<file path="config.mk">
export PLATFORM = sky130hd
export DESIGN_NAME = alu_main_control
export DESIGN_NICKNAME = d
export VERILOG_FILES = /design/src/rtl/alu_main_control_pkg.sv /design/src/rtl/alu_main_control_decode.sv /design/src/rtl/alu_main_control.sv
export SDC_FILE = /design/constraint.sdc
export NUM_CORES = 1
export LEC_CHECK = 0
export BUFFER_PORTS_ARGS = -buffer_cell sky130_fd_sc_hd__buf_4
export CAP_MARGIN = 40
export CORE_MARGIN = 2
export CORE_UTILIZATION = 40
export DETAILED_ROUTE_END_ITERATION = 10
export PLACE_DENSITY = 0.81
export SLEW_MARGIN = 20
export SYNTH_ARGS = -nofsm -noshare
export SYNTH_HDL_FRONTEND = slang
export SYNTH_SLANG_ARGS = --single-unit
</file>
<file path="constraint.sdc">
create_clock -name clk -period 1.7 [get_ports clk]
set_clock_uncertainty 0.1 [all_clocks]
set_input_delay 0.34 -clock clk [delete_from_list [all_inputs] [get_ports clk]]
set_output_delay 0.34 -clock clk [all_outputs]
set_load 0.02 [all_outputs]
</file>
<file path="src/rtl/alu_main_control_pkg.sv">
`default_nettype none
// ============================================================================
// Module  : alu_main_control_pkg
// Brief   : Shared encodings for the multicycle main controller.
// Revision: 1.0 - initial release
// ============================================================================
package alu_main_control_pkg;

   localparam logic [3:0] ALU_AND = 4'b0000;
   localparam logic [3:0] ALU_OR  = 4'b0001;
   localparam logic [3:0] ALU_ADD = 4'b0010;
   localparam logic [3:0] ALU_SUB = 4'b0110;

   localparam logic [6:0] OP_RTYPE = 7'b0110011;
   localparam logic [6:0] OP_LD    = 7'b0000011;
   localparam logic [6:0] OP_SD    = 7'b0100011;
   localparam logic [6:0] OP_BEQ   = 7'b1100011;
   localparam logic [2:0] F3_LDSD  = 3'b011;
   localparam logic [2:0] F3_BEQ   = 3'b000;

   localparam logic [1:0] SRCA_PC    = 2'd0;
   localparam logic [1:0] SRCA_OLDPC = 2'd1;
   localparam logic [1:0] SRCA_REG   = 2'd2;
   localparam logic [1:0] SRCB_REG   = 2'd0;
   localparam logic [1:0] SRCB_FOUR  = 2'd1;
   localparam logic [1:0] SRCB_IMM   = 2'd2;

   typedef logic [3:0] state_t;
   localparam state_t ST_FETCH    = 4'd0;
   localparam state_t ST_DECODE   = 4'd1;
   localparam state_t ST_EXEC_R   = 4'd2;
   localparam state_t ST_MEM_ADDR = 4'd3;
   localparam state_t ST_MEM_RD   = 4'd4;
   localparam state_t ST_MEM_WB   = 4'd5;
   localparam state_t ST_MEM_WR   = 4'd6;
   localparam state_t ST_R_WB     = 4'd7;
   localparam state_t ST_BRANCH   = 4'd8;
   localparam state_t ST_HALT     = 4'd9;

endpackage
`default_nettype wire

</file>
<file path="src/rtl/alu_main_control_decode.sv">
`default_nettype none
// ============================================================================
// Module  : alu_control_decode
// Brief   : Maps R-type {funct7, funct3} to an ALU operation plus valid flag.
// Revision: 1.0 - initial release
// ============================================================================
module alu_control_decode
   import alu_main_control_pkg::*;
(
   input  logic [6:0] funct7,
   input  logic [2:0] funct3,
   output logic [3:0] alu_ctrl,
   output logic       valid
);

   always_comb begin
      alu_ctrl = ALU_ADD;
      valid    = 1'b1;
      case ({funct7, funct3})
         {7'b0000000, 3'b000}: alu_ctrl = ALU_ADD;
         {7'b0100000, 3'b000}: alu_ctrl = ALU_SUB;
         {7'b0000000, 3'b111}: alu_ctrl = ALU_AND;
         {7'b0000000, 3'b110}: alu_ctrl = ALU_OR;
         default:              valid    = 1'b0;
      endcase
   end

endmodule
`default_nettype wire

</file>
<file path="src/rtl/alu_main_control.sv">
`default_nettype none
// ============================================================================
// Module  : alu_main_control
// Brief   : Multicycle main controller FSM (R-type, ld, sd, beq).
// Revision: 1.0 - initial release
// ============================================================================
module alu_main_control
   import alu_main_control_pkg::*;
(
   input  logic       clk,
   input  logic       rst,
   input  logic [6:0] opcode,
   input  logic [2:0] funct3,
   input  logic [6:0] funct7,
   input  logic       zero,
   input  logic       mem_ready,
   output logic [3:0] alu_ctrl,
   output logic [1:0] alu_src_a,
   output logic [1:0] alu_src_b,
   output logic       ir_write,
   output logic       pc_write,
   output logic       mem_read,
   output logic       mem_write,
   output logic       reg_write,
   output logic       mem_to_reg,
   output logic       pc_src,
   output logic       illegal
);

   state_t     state_q, state_d;
   logic       illegal_q, illegal_d;
   logic [3:0] dec_ctrl;
   logic       dec_valid;
   logic       en_ir, en_pc, en_mrd, en_mwr, en_reg;

   alu_control_decode u_dec (
      .funct7   (funct7),
      .funct3   (funct3),
      .alu_ctrl (dec_ctrl),
      .valid    (dec_valid)
   );

   always_comb begin
      state_d = state_q;
      case (state_q)
         ST_FETCH:    if (mem_ready) state_d = ST_DECODE;
         ST_DECODE: begin
            case (opcode)
               OP_RTYPE:     state_d = ST_EXEC_R;
               OP_LD, OP_SD: state_d = (funct3 == F3_LDSD) ? ST_MEM_ADDR : ST_HALT;
               OP_BEQ:       state_d = (funct3 == F3_BEQ) ? ST_BRANCH : ST_HALT;
               default:      state_d = ST_HALT;
            endcase
         end
         ST_EXEC_R:   state_d = dec_valid ? ST_R_WB : ST_HALT;
         ST_R_WB:     state_d = ST_FETCH;
         ST_MEM_ADDR: state_d = (opcode == OP_LD) ? ST_MEM_RD : ST_MEM_WR;
         ST_MEM_RD:   if (mem_ready) state_d = ST_MEM_WB;
         ST_MEM_WB:   state_d = ST_FETCH;
         ST_MEM_WR:   if (mem_ready) state_d = ST_FETCH;
         ST_BRANCH:   state_d = ST_FETCH;
         ST_HALT:     state_d = ST_HALT;
         default:     state_d = ST_HALT;
      endcase
   end

   assign illegal_d = illegal_q | (state_d == ST_HALT);

   always_ff @(posedge clk) begin
      if (rst) begin
         state_q   <= ST_FETCH;
         illegal_q <= 1'b0;
      end else begin
         state_q   <= state_d;
         illegal_q <= illegal_d;
      end
   end

   always_comb begin
      alu_ctrl   = ALU_ADD;
      alu_src_a  = SRCA_PC;
      alu_src_b  = SRCB_REG;
      en_ir      = 1'b0;
      en_pc      = 1'b0;
      en_mrd     = 1'b0;
      en_mwr     = 1'b0;
      en_reg     = 1'b0;
      mem_to_reg = 1'b0;
      pc_src     = 1'b0;
      case (state_q)
         ST_FETCH: begin
            en_mrd    = 1'b1;
            alu_src_b = SRCB_FOUR;
            en_ir     = mem_ready;
            en_pc     = mem_ready;
         end
         ST_DECODE: begin
            alu_src_a = SRCA_OLDPC;
            alu_src_b = SRCB_IMM;
         end
         ST_EXEC_R: begin
            alu_src_a = SRCA_REG;
            alu_ctrl  = dec_ctrl;
         end
         ST_R_WB:     en_reg = 1'b1;
         ST_MEM_ADDR: begin
            alu_src_a = SRCA_REG;
            alu_src_b = SRCB_IMM;
         end
         ST_MEM_RD:   en_mrd = 1'b1;
         ST_MEM_WB: begin
            en_reg     = 1'b1;
            mem_to_reg = 1'b1;
         end
         ST_MEM_WR:   en_mwr = 1'b1;
         ST_BRANCH: begin
            alu_src_a = SRCA_REG;
            alu_ctrl  = ALU_SUB;
            pc_src    = 1'b1;
            en_pc     = zero;
         end
         default: ;
      endcase
   end

   // Enables are forced low while reset is held so no write escapes mid-wait.
   assign ir_write  = en_ir  & ~rst;
   assign pc_write  = en_pc  & ~rst;
   assign mem_read  = en_mrd & ~rst;
   assign mem_write = en_mwr & ~rst;
   assign reg_write = en_reg & ~rst;
   assign illegal   = illegal_q;

endmodule
`default_nettype wire

</file>
# Yosys cells after proc, flatten, opt, wreduce, memory -nomap -nowiden
# Index checks and enable logic that the tools add are counted.
# classes
n_eq_ne,17
muxes,21
bitwise_logic,7
n_reduce_logical,10
# ops
op,n
4-bit one-hot mux with 7 select lines,1
"10-bit by 3-bit == test with 1-bit output, second input constant",2
4-bit two-way mux,5
"4-bit by 3-bit == test with 1-bit output, second input constant",4
"7-bit by 6-bit == test with 1-bit output, second input constant",2
4-bit one-hot mux with 3 select lines,1
"10-bit by 9-bit == test with 1-bit output, second input constant",1
10-bit logical NOT,1
3-bit one-hot mux with 3 select lines,1
"4-bit by 2-bit == test with 1-bit output, second input constant",2
"4-bit == test, second input constant",2
1-bit two-way mux,8
2-bit one-hot mux with 2 select lines,2
4-bit one-hot mux with 2 select lines,1
2-bit OR reduction,4
"7-bit by 2-bit == test with 1-bit output, second input constant",1
"7-bit == test, second input constant",1
3-bit OR reduction,2
1-bit AND,5
"4-bit by 1-bit == test with 1-bit output, second input constant",1
4-bit logical NOT,1
4-bit OR reduction,1
"3-bit by 2-bit == test with 1-bit output, second input constant",1
3-bit logical NOT,1
other kinds (4),4
# word_totals
register_bits,5
inputBits,21
output_inout_bits,16
wordCells,57

# Logic depth before layout (Yosys ltp)
# logic_depth
word_depth,7
depth_mapped,6
mapped_depth_nobuf,5

# Modules after synthesis
# Synthesis repeated with hierarchy kept, for this count alone.
# hier_totals
hier_cells,74
hier_area_um2,550.5
# modules_own_cells
module,instances,cells_each,area_per_inst_um2,seq_area_each_um2
alu_main_control,1,63,478.0,100.1
alu_control_decode,1,11,72.6,0.0

# Least setup slack after synthesis
# Ideal clock, no wire load.
# synth_path
path_kind,reg-to-output
startpoint,reg state_q[0]
endpoint,out ir_write
arrival_time_ps,1667
t_required_ps,1260
slack_ps,-407
stages_incl_launch_ff,4
path_buffers,1
path_cell_list,dfxtp_1 -> clkbuf_1 -> or3_1 -> nor4b_1
# synth_between
elab_chain_len,3
# synth_lines
element,line,text
"start, declared",alu_main_control.sv:30,"state_t state_q, state_d;"
"start signal, assigned",alu_main_control.sv:74,state_q <= state_d;
4-bit logical NOT,alu_main_control.sv:90,case (state_q)
1-bit two-way mux,alu_main_control.sv:90,
1-bit AND,alu_main_control.sv:127,assign ir_write = en_ir & ~rst;
"end, declared",alu_main_control.sv:20,"output logic ir_write,"
# Every way passes these cells.

# Worst setup path in the final report
# layout_path
startpoint,reg state_q[1]
endpoint,out ir_write
# Same word-level chain as after synthesis.

==> summary.md <==
| Metric | Value |
|---|---|
| Area of the multi-input gates | `between 500 and 600 sq um` |
| MaxCap Viol Count | `0` |
| Synth top area share | `18.2%` |
| Fin. Hold Viols | `0` |
| RePlAce Congestion | `0.823` |
| Reg2reg setup slack | `-210 ps` |
| Flops & latches, synth | `5` |
| Combinational group share of total power | `64.8%` |
| Internal Dissipation | `0.525 mW` |
| Synth area leaders | `dfxtp_1, nor2_1, nor4b_1, a211oi_2, nor3_1` |
| P_sw | `0.394 mW` |
| Mapped Nets | `93` |
| DRC viols | `0` |
| Final setup vio count | `15` |
| Clock buffer count from CTS | `3` |
| Fill cells | `40` |
| Vias in the first global route | `between 600 and 700` |
| IO buf count | `35` |
| Crit start category | `flip-flop` |
| Worst Setup End Kind | `output pin` |
| Number of enable flip-flop cells after synthesis | `0` |
| Initial antenna violation count | `0` |
| Initial DRT Pass Iterations | `4` |
| First-pass GRT wire length | `a little under 3 mm` |
| Final period util | `113%` |
| FF+latch area | `110 sq um` |
| CP Max Fanout | `4` |
| Routed len/inst | `22.0 microns` |
| Fin area | `0.00121 sq mm` |
| Cell leakage power | `between 0.5 and 0.6 nW` |
| RSZ-0062 raised after global routing | `true` |
| Largest net degree at the start of global routing | `16` |
| Setup TNS | `-1750 ps` |
| Violations in the final reports | `setup timing` |
| Die Wd | `41.1 microns` |
| Top_reg_cell synth | `dfxtp_1` |
| Synth-to-layout area growth | `120%` |
| Mean Syn Cell Area | `7.63 sq um` |
| Vias/cell | `6.21` |
| Clk_lat worst skew | `260 ps` |
| Fmax | `521 MHz` |
| Post-route ant nets | `0` |
| Status | `finished with violations` |
| Final Power | `0.919 mW` |
| Share of post-route cells with drive strength above 1 | `69.1%` |
| Core Area | `0.00128 sq mm` |
| Largest area contributor in the netlist | `dfxtp_1` |
| Sequential Power Share | `18.8%` |
| Mapped cell area | `549 sq um` |
| Sw Share | `42.9%` |
| Count of cell types in the netlist | `39` |
| Clock network fraction of total power | `16.4%` |
| Pre-CTS WS | `-129 ps` |
| Type of the worst setup path | `reg -> out` |
| GRT overflow | `0` |
| Dpl hpwl | `1.37 mm` |
| VDD IR max | `~0.68 mV` |
| Reg2reg start | `state_q[1]` |
| Final worst slack | `-219 ps` |
| Seq/Total Area, Yosys | `18.2%` |
| Row Count | `13` |
| Count leader, synth | `nor2_1` |
| Die Y | `approximately 40 microns` |
| CTS tree | `done` |
| Drt initial violations | `33` |
| Initial Utilization | `42.7%` |
| Worst-case clock buffer depth | `2` |
| Dpl cell area | `907 sq um` |
| Cell Pwr Density | `761 mW/mm^2` |
| Post-synth top cells | `nor2_1, dfxtp_1, nor3_1, nor4_1` |
| WHS | `~340 ps` |
| Post-Layout Cell Count | `138` |
| Final #Nets | `145` |
| Die Area | `0.00169 sq mm` |
| GRT Util Overall | `26.8%` |
| Min cycle time layout | `1920 ps` |
| Hold-fix buffers at CTS | `0` |
| FFs w/ async S/R, synth | `0%` |
| CP required | `1260 ps` |
| Synth Warn # | `0` |
| CTS clock-pin slew for the worst setup and hold paths | `around 50 ps` |
| Ant diodes | `0` |
| Hold_sp | `rst` |
| DP Cell Count | `127` |
| Clock Sinks | `5` |
| Root buffer cell | `clkbuf_4` |
| Post-Route WL | `~3 mm` |
| CP startpoint | `state_q[1]` |
| Syn Inst Count | `72` |
| Hold Crit Class | `in -> reg` |
| Finished Core Util | `94.0%` |
| Via Count | `between 800 and 900` |
| IO Pins | `37` |
| H-tree levels | `1` |
| Worst Path Arrival | `~1500 ps` |
| Final Slew Violations | `0` |
## layout by cell type, fill, tap and decap left out, drive strengths merged
cell / instances
buf: 53
nor2: 8
nor3: 5
dfxtp: 5
clkbuf: 4
nor4: 4
nor4b: 3
inv: 3
a211oi: 3
a21oi: 2
nand4bb: 2
o211ai: 2
nor2b: 2
or4b: 2
nand2: 2
mux2i: 2
or3: 2
nand2b: 2
and2: 1
clkinv: 1
and3: 1
and3b: 1
a31o: 1
nor3b: 1
nor4bb: 1
o2111ai: 1
o41a: 1
nand3: 1
a21o: 1
or4: 1
o21ba: 1
a2bb2oi: 1
o21a: 1
o21ai: 1
conb: 1
## cells by family after synthesis
family,count (synthesis),synth area share (%)
other,1,0.683
muxes,2,3.64
and+or+nand+nor,39,45.3
AOI/OAI and AO/OA,15,23.0
DFF,5,18.2
buffers and inverters,10,9.11
## flip-flops by register name, indices dropped and copies added (netlist names)
| register | count |
|---|---|
| state_q | 4 |
| illegal | 1 |
## routing by layer
layer / GRT usage (%) / share of wire (%)
met1: 30.2 / 37
met2: 45.7 / 50
met3: 4.89 / 8.6
met4: 16.7 / 4.1
met5: 0 / 0
## power by group through the flow
stage / registers (mW) / logic, mW / clock network [mW]
global route: 0.172 / 0.617 / 0.153
CTS: 0.163 / 0.476 / 0.139
finish: 0.173 / 0.595 / 0.151
global placement: 0.155 / 0.406 / 0
detailed placement: 0.157 / 0.415 / 0
floorplan: 0.159 / 0.250 / 0
## critical path, cell delays in order, from the launching register on
cell,delay (ps)
dfxtp_2,340
or3_4,410
nor4b_4,280
buf_4,190
## final cells by class
class	count	area share [%]
well taps	15	1.55
inverters	4	2.07
repair buffers	53	37.7
flip-flops and latches	5	9.12
clock buffers	4	2.18
multi-input cells	57	47.4
## path summary, 6_finish.rpt
path	endpoint	cells past startpoint
max	ir_write	3
min reg2reg	illegal	2
min	state_q[0]	3
max reg2reg	illegal	6
## timing repair
action,4_1_cts,5_1_grt
cloned,0,0
setup endpoints to repair,9,15
pin swaps,6,6
buffers inserted,5,2
gates resized for setup,24,24
Power figures use the tool's default switching activity.
